--- src/rtl/alu_share_arbiter_pkg.sv ---
// alu_share_arbiter_pkg: shared op codes, flag indices, FSM states and op-legality check
package alu_share_arbiter_pkg;
    localparam logic [2:0] ALU_ADD = 3'b000;
    localparam logic [2:0] ALU_SUB = 3'b001;
    localparam logic [2:0] ALU_AND = 3'b010;
    localparam logic [2:0] ALU_OR  = 3'b011;
    localparam logic [2:0] ALU_SLT = 3'b101;
    localparam int FLAG_C = 3;
    localparam int FLAG_V = 2;
    localparam int FLAG_Z = 1;
    localparam int FLAG_N = 0;
    typedef enum logic [1:0] {S_IDLE = 2'd0, S_EXEC = 2'd1, S_RESP = 2'd2} state_e;
    function automatic logic is_legal_op(input logic [2:0] op);
        return op inside {ALU_ADD, ALU_SUB, ALU_AND, ALU_OR, ALU_SLT};
    endfunction
endpackage

--- src/rtl/alu_share_arbiter_pick.sv ---
// alu_arb_pick: 2-way one-hot grant; round-robin with ALU_ARB_RR_EN, else port 0 wins ties
module alu_arb_pick (
    input  logic [1:0] valid_i,
`ifdef ALU_ARB_RR_EN
    input  logic       last_grant_i,
`endif
    output logic [1:0] grant_o
);
    always_comb begin
`ifdef ALU_ARB_RR_EN
        grant_o = &valid_i ? (last_grant_i ? 2'b01 : 2'b10) : valid_i;
`else
        grant_o = valid_i[0] ? 2'b01 : valid_i;
`endif
    end
endmodule

--- src/rtl/alu_share_arbiter.sv ---
// alu_share_arbiter: shares one combinational ALU between two requesters (IDLE/EXEC/RESP).
// Tie-break is round-robin when ALU_ARB_RR_EN is defined, fixed priority to port 0 otherwise.
module alu_share_arbiter
    import alu_share_arbiter_pkg::*;
#(
    parameter int WIDTH  = 32,
    parameter int CTRL_W = 3
) (
    input  logic              clk,
    input  logic              rst,
    input  logic              req0_valid,
    output logic              req0_ready,
    input  logic [WIDTH-1:0]  req0_a,
    input  logic [WIDTH-1:0]  req0_b,
    input  logic [CTRL_W-1:0] req0_ctrl,
    input  logic              req1_valid,
    output logic              req1_ready,
    input  logic [WIDTH-1:0]  req1_a,
    input  logic [WIDTH-1:0]  req1_b,
    input  logic [CTRL_W-1:0] req1_ctrl,
    output logic              rsp0_valid,
    input  logic              rsp0_ready,
    output logic              rsp1_valid,
    input  logic              rsp1_ready,
    output logic [WIDTH-1:0]  rsp_res,
    output logic [3:0]        rsp_flags,
    output logic              rsp_err,
    output logic [WIDTH-1:0]  alu_a,
    output logic [WIDTH-1:0]  alu_b,
    output logic [CTRL_W-1:0] alu_ctrl,
    input  logic [WIDTH-1:0]  alu_res,
    input  logic [3:0]        alu_flags,
    output logic              busy
);
    state_e state_q, state_d;
    logic [WIDTH-1:0] a_q, b_q, res_q;
    logic [CTRL_W-1:0] ctrl_q;
    logic port_q, err_q, hs, rsp_take;
    logic [3:0] flags_q;
    logic [1:0] grant;

`ifdef ALU_ARB_RR_EN
    logic last_q;
    alu_arb_pick u_pick (.valid_i({req1_valid, req0_valid}), .last_grant_i(last_q), .grant_o(grant));
    always_ff @(posedge clk) begin
        if (rst) last_q <= 1'b1;
        else if (hs) last_q <= grant[1];
    end
`else
    alu_arb_pick u_pick (.valid_i({req1_valid, req0_valid}), .grant_o(grant));
`endif

    assign req0_ready = (state_q == S_IDLE) && grant[0];
    assign req1_ready = (state_q == S_IDLE) && grant[1];
    assign hs         = req0_ready || req1_ready;
    assign rsp_take   = port_q ? rsp1_ready : rsp0_ready;
    assign rsp0_valid = (state_q == S_RESP) && !port_q;
    assign rsp1_valid = (state_q == S_RESP) && port_q;
    assign busy       = state_q != S_IDLE;
    assign rsp_res    = res_q;
    assign rsp_flags  = flags_q;
    assign rsp_err    = err_q;
    // The ALU sees only latched operands, so its inputs stay quiet while idle.
    assign alu_a      = a_q;
    assign alu_b      = b_q;
    assign alu_ctrl   = ctrl_q;

    always_comb begin
        state_d = state_q == S_IDLE ? (hs ? S_EXEC : S_IDLE) :
                  state_q == S_EXEC ? S_RESP : (rsp_take ? S_IDLE : S_RESP);
    end

    always_ff @(posedge clk) begin
        if (rst) begin
            state_q <= S_IDLE;
            a_q     <= '0;
            b_q     <= '0;
            ctrl_q  <= '0;
            port_q  <= 1'b0;
            res_q   <= '0;
            flags_q <= '0;
            err_q   <= 1'b0;
        end else begin
            state_q <= state_d;
            if (hs) begin
                a_q    <= grant[1] ? req1_a : req0_a;
                b_q    <= grant[1] ? req1_b : req0_b;
                ctrl_q <= grant[1] ? req1_ctrl : req0_ctrl;
                port_q <= grant[1];
            end
            if (state_q == S_EXEC) begin
                res_q   <= is_legal_op(ctrl_q) ? alu_res : '0;
                flags_q <= alu_flags;
                err_q   <= !is_legal_op(ctrl_q);
            end
        end
    end
endmodule
--- config.mk ---
export PLATFORM = sky130hd
export DESIGN_NAME = alu_share_arbiter
export DESIGN_NICKNAME = d
export VERILOG_FILES = /design/src/rtl/alu_share_arbiter_pkg.sv /design/src/rtl/alu_share_arbiter_pick.sv /design/src/rtl/alu_share_arbiter.sv
export SDC_FILE = /design/constraint.sdc
export NUM_CORES = 1
export LEC_CHECK = 0
export CAP_MARGIN = 20
export CORE_MARGIN = 5
export CORE_UTILIZATION = 39
export CTS_BUF_LIST = sky130_fd_sc_hd__clkbuf_8 sky130_fd_sc_hd__clkbuf_16
export DETAILED_ROUTE_END_ITERATION = 6
export PLACE_DENSITY_LB_ADDON = 0.25
export SYNTH_ARGS = -nofsm -noshare
export SYNTH_HDL_FRONTEND = slang
export SYNTH_SLANG_ARGS = --single-unit
--- constraint.sdc ---
create_clock -name clk -period 4.3 [get_ports clk]
set_clock_uncertainty 0.2 [all_clocks]
set_input_delay 0.86 -clock clk [delete_from_list [all_inputs] [get_ports clk]]
set_output_delay 0.86 -clock clk [all_outputs]
set_load 0.02 [all_outputs]
==> run_results.csv, run 1 <==
group,metric,value,unit
synthesis,yosysUniqueCellTypes,23,
final_layout,diodes,0,
sta,finalSetupTns,0,ns
synthesis,yosys_warnings,0,
clocking,cts_resized,0,
clocking,clock_sinks,107,
clocking,cts_max_level,3,
routing,vias,4887,
min_path,hold_class,"reg2reg",
sta,fin_crit_sh,77.1,%
placement,place_congestion,0.816,
clocking,cts.reportedPaths.clkPinSlew,0.07,ns
synthesis,synthCells,496,
worst_setup_path,worstSetupStartpointType,"input port",
worst_setup_path,cpLargestDelayFamily,"buffers and inverters",
routing,ant_nets,0,
final_layout,area_growth,72.1,%
floorplanning,core,11000,um^2
worst_setup_path,critPathBufInv,2,
worst_setup_path,end_kind,"output port",
clocking,cts_setup_buffers,0,
sta,rsz0062_at_grt,"no",
job,max-cap-violations,0,
global_route,antenna_found_initial,0,
clocking,cts_tree,"built",
floorplanning,rows,38,
floorplanning,io_pins,285,
routing,routedWlPerCell,18.9,um
worst_setup_path,crit_top_cell,"clkdlybuf4s50_1",
placement,place_ws,0.982,ns
synthesis,avgSynthCellArea,8.90,um^2
clocking,cts_hold_buf,0,
synthesis,ys_seq_area_share,48.5,%
worst_setup_path,worst_ep_required_time,3.24,ns
floorplanning,dieHeight,116,um
floorplanning,die_w,116,um
global_route,grt_max_degree,75,
power,power_density,374,nW/um^2
final_layout,final_nets,925,
global_route,grtUsageTotal,24.1,%
placement,hpwl,12300,um
clocking,clk_latency,0.35,ns
sta,hold_ws,0.264,ns
synthesis,syn_area,4410,um^2
placement,place_inst,878,
worst_setup_path,cp.arrival,2.25,ns
run_status,status,"finished clean",
worst_setup_path,cp_slowest_stage_delay,0.61,ns
sta,drv_slew,0,
power,ir_drop,0.234,mV
clocking,clock_tree.root_cell,"clkbuf_16",
sta,clock.fmax,302,MHz
synthesis,synth-seq-cells,107,
routing,finalWirelength,16900,um
sta,finalSetupViolations,0,
final_layout,n_fill_cell,870,
worst_setup_path,crit_type,"in2out",
clocking,clockBufferDepth,2,
sta,fin_ws,0.985,ns
routing,drtPass1Iterations,4,
synthesis,syn_nets,672,
floorplanning,dieArea,13500,um^2
sta,slew_headroom,37.9,%
global_route,grt_pass1_vias,4838,
global_route,grt_pass1_wl,25500,um
sta,hold_viol,0,
floorplanning,start_util,40.2,%
final_layout,final_cell_mix,"clkdlybuf4s50_1 (283), nand2_1 (143), dfxtp_1 (107)",
final_layout,drive_above_1_share,7.16,%
global_route,grt-ovfl-total,0,
worst_setup_path,path_cells,"clkdlybuf4s50_1 > nand2b_2 > nor2_1 > clkdlybuf4s50_1",
clocking,numCtsBuffers,9,
sta,period_needed,3.31,ns
power,p_leak,2.82,nW
sta,tightestPinTransition,0.931,ns
final_layout,final_cells,894,
worst_setup_path,crit_fanout,4,
routing,drt_iter0_markers,260,
placement,numPortBuffers,284,
worst_setup_path,cp_slowest_cell,"clkdlybuf4s50_1",
routing,viasPerCell,5.47,
routing,drc,0,
final_layout,final_common_cell,"clkdlybuf4s50_1",
==> synth_stat cells (all sizes together) <==
cell | count | share of area [%]
and3b | 1 | 0.20
inv | 1 | 0.085
clkbuf | 32 | 2.7
buf | 21 | 3.0
nor3 | 1 | 0.11
or2 | 1 | 0.14
mux2i | 1 | 0.23
nor2b | 3 | 0.43
nor3b | 1 | 0.17
dfxtp | 107 | 49
nor2 | 4 | 0.34
and2 | 2 | 0.28
nand3 | 1 | 0.11
nand2 | 143 | 12
a22o | 32 | 6.4
a211oi | 1 | 0.28
a311oi | 67 | 16
nand2b | 3 | 0.43
a21oi | 74 | 8.4
==> flip-flops by register name (all words and copies together), names as in the netlist <==
signal,count
alu_a,32
alu_b,32
alu_ctrl,3
port_q,1
rsp_err,1
rsp_flags,4
rsp_res,32
state_q,2
==> area by class of cell <==
cell class | count | area [um^2] | share of cell area (%)
Multi-Input combinational cell | 335 | 2040 | 26.9
Timing Repair Buffer | 295 | 2940 | 38.7
Clock inverter | 5 | 42.5 | 0.560
Tap cell | 140 | 175 | 2.31
Sequential cell | 107 | 2140 | 28.2
Inverter | 1 | 3.75 | 0.0494
Clock buffer | 11 | 253 | 3.33
==> worst min-delay path, stage by stage, from the launching register on <==
cell	delay [ns]
dfxtp_1	0.31
nand2_1	0.05
a21oi_1	0.06
==> through the flow <==
stage	utilization (%)	total power [mW]	instance area, um^2
5_1_grt	69.1	2.96	7590
2_1_floorplan	-	1.59	4410
3_3_place_gp	66.2	2.02	7270
4_1_cts	69.1	2.85	7590
3_5_place_dp	66.5	2.04	7300
6_report	69.1	2.84	7590
==> power by group <==
group	switching [mW]	leakage [nW]	internal (mW)
clock network	0.389	0.143	0.432
logic	0.423	1.80	0.436
registers	0.0610	0.883	1.10
total	0.873	2.82	1.96
==> cell families after synthesis <==
| kind of cell | after synthesis | synth area share (%) |
|---|---|---|
| AO/OA/AOI/OAI | 174 | 31.0 |
| buffers and inverters | 54 | 5.84 |
| flip-flops | 107 | 48.5 |
| multiplexers | 1 | 0.227 |
| AND/OR/NAND/NOR | 160 | 14.4 |
==> final timing paths <==
check | start | end | slack (ns) | cells after the start
setup / recovery | req0_valid | req1_ready | 0.99 | 4
hold / removal | rsp_flags[1]$_SDFFE_PP0N_ | rsp_flags[1]$_SDFFE_PP0N_ | 0.26 | 2
setup reg to reg | state_q[1]$_SDFF_PP0_ | alu_a[20]$_SDFFE_PP0P_ | 1.76 | 5
hold reg to reg | rsp_flags[1]$_SDFFE_PP0N_ | rsp_flags[1]$_SDFFE_PP0N_ | 0.26 | 2
==> layer usage <==
metal  track usage, %  up-vias  share of wire, %
li1                 -     2298                 -
met1             27.2     2287                37
met2             41.2      259                50
met3             7.72       43                10
met4             11.2        0               3.3
met5                0        -                 0
No activity file was read; power rests on OpenSTA's default activity.
==> run 2, diff against run 1 <==
Settings changed: CORE_UTILIZATION 39 to 33.
Clock period 4.3 ns to 2.7 ns, I/O delays scaled along.
==> run 2 against run 1 <==
Sequential power increased by 59%. Register-to-register slack got worse by 1.3 ns. Core utilization is 11 points lower.
==> run_results.csv, run 2 (same netlist as run 1, synthesis figures left out) <==
group,metric,value,unit
run_status,status,"finished clean",
min_path,min_path_cells,2,
worst_setup_path,crit_fanout,4,
floorplanning,dieArea,15800,um^2
routing,ant_nets,0,
sta,finalSetupTns,0,ns
worst_setup_path,r2r.worst_path.cells,5,
power,p_leak,2.84,nW
global_route,grt_pass1_wl,26100,um
final_layout,final_cell_mix,"clkdlybuf4s50_1 (283), nand2_1 (143), dfxtp_1 (107)",
floorplanning,io_pins,285,
min_path,min_from,"rsp_err$_SDFFE_PP0N_",
power,power_frac_comb,30.8,%
routing,routedWlPerCell,18.0,um
power,power,4.47,mW
sta,finalSetupViolations,0,
sta,fin_crit_sh,98.2,%
routing,viasPerCell,5.18,
routing,drtPass1Iterations,4,
final_layout,drive_above_1_share,7.41,%
power,power_density,584,nW/um^2
sta,hold_viol,0,
power,pwr-share-seq,41.2,%
final_layout,multiInputGateArea,2040,um^2
routing,vias,4826,
clocking,cts_max_level,3,
sta,tightestPinTransition,0.759,ns
placement,place_congestion,0.829,
power,p_int,3.08,mW
floorplanning,core,13200,um^2
sta,fin_ws,0.0491,ns
clocking,clockBufferDepth,2,
sta,period_needed,2.65,ns
final_layout,final_nets,927,
final_layout,diodes,0,
min_path,hold_class,"reg2reg",
clocking,clock_sinks,107,
floorplanning,die_w,126,um
global_route,antenna_found_initial,0,
floorplanning,start_util,33.5,%
final_layout,final_common_cell,"clkdlybuf4s50_1",
worst_setup_path,worst_ep_required_time,1.96,ns
worst_setup_path,cp.arrival,1.91,ns
global_route,grt-ovfl-total,0,
clocking,clk_latency,0.34,ns
min_path,min_to,"rsp_err$_SDFFE_PP0N_",
final_layout,ff_latch_area,2140,um^2
placement,place_ws,0.0485,ns
routing,drc,0,
power,switching_share,31.1,%
sta,drv_slew,0,
clocking,cts_hold_buf,0,
routing,drt_iter0_markers,306,
global_route,grtUsageTotal,20.3,%
worst_setup_path,r2r-start,"state_q[1]$_SDFF_PP0_",
placement,numPortBuffers,284,
final_layout,area_growth,73.3,%
final_layout,n_fill_cell,1171,
worst_setup_path,r2r_slack,0.42,ns
power,ir_drop,0.295,mV
clocking,cts_resized,0,
clocking,numCtsBuffers,9,
sta,slew_headroom,49.4,%
clocking,cts.reportedPaths.clkPinSlew,0.07,ns
floorplanning,rows,42,
sta,rsz0062_at_grt,"no",
worst_setup_path,crit_type,"in2out",
clocking,cts_tree,"built",
routing,finalWirelength,16800,um
placement,hpwl,12200,um
floorplanning,dieHeight,126,um
sta,clock.fmax,377,MHz
clocking,clock_tree.root_cell,"clkbuf_16",
job,max-cap-violations,0,
worst_setup_path,end_kind,"output port",
clocking,cts_setup_buffers,0,
global_route,grt_pass1_vias,4927,
final_layout,fin_util,58.0,%
worst_setup_path,worstSetupStartpointType,"input port",
power,p_switching,1.39,mW
global_route,grt_max_degree,69,
worst_setup_path,r2r_end,"alu_b[20]$_SDFFE_PP0P_",
power,pwr-share-clk,28.0,%
run 2: area by class of cell:
type,count,area share (%)
sequential,107,28.0
multi-input combinational,335,26.7
timing repair buffer,297,38.7
tap,176,2.88
clock inverter,7,0.703
clock buffer,9,2.94
inverter,1,0.0491
run 2: stage by stage:
stage,cell area (um^2),cells,hold slack [ns]
2_1_floorplan,4410,496,0.316
3_3_place_gp,7370,916,0.244
3_5_place_dp,7370,916,0.247
4_1_cts,7650,932,0.257
5_1_grt,7650,932,0.290
6_report,7650,932,0.255
run 2: critical path: stages:
cell	delay (ns)
clkdlybuf4s50_1	0.58
nand2b_2	0.08
nor2_1	0.09
clkdlybuf4s50_1	0.61
run 2: how the worst max path moves through the flow:
stage,startpoint,end,slack [ns],cells after the start
after global placement,req1_valid,req1_ready,0.07,4
after CTS,req1_valid,req1_ready,0.04,4
after floorplan,state_q[1]$_SDFF_PP0_,req1_ready,0.55,4
final,req1_valid,req1_ready,0.05,4
after global routing,req1_valid,req1_ready,0.002,4
after detailed placement,req1_valid,req1_ready,0.05,4
run 2: power by group through the flow:
stage               clock network, mW  registers, mW  logic, mW
floorplan                           0           2.07      0.463
global placement                    0           1.87       1.36
detailed placement                  0           1.88       1.38
CTS                              1.28           1.84       1.39
global route                     1.33           1.86       1.47
finish                           1.25           1.84       1.38
run 2: routing by layer:
| layer | vias up | GRT usage (%) | part of all wire [%] |
|---|---|---|---|
| met5 | - | 0 | 0 |
| li1 | 2311 | - | - |
| met1 | 2262 | 23.1 | 40 |
| met4 | 0 | 7.33 | 2.6 |
| met2 | 223 | 35.1 | 49 |
| met3 | 30 | 6.99 | 8.6 |
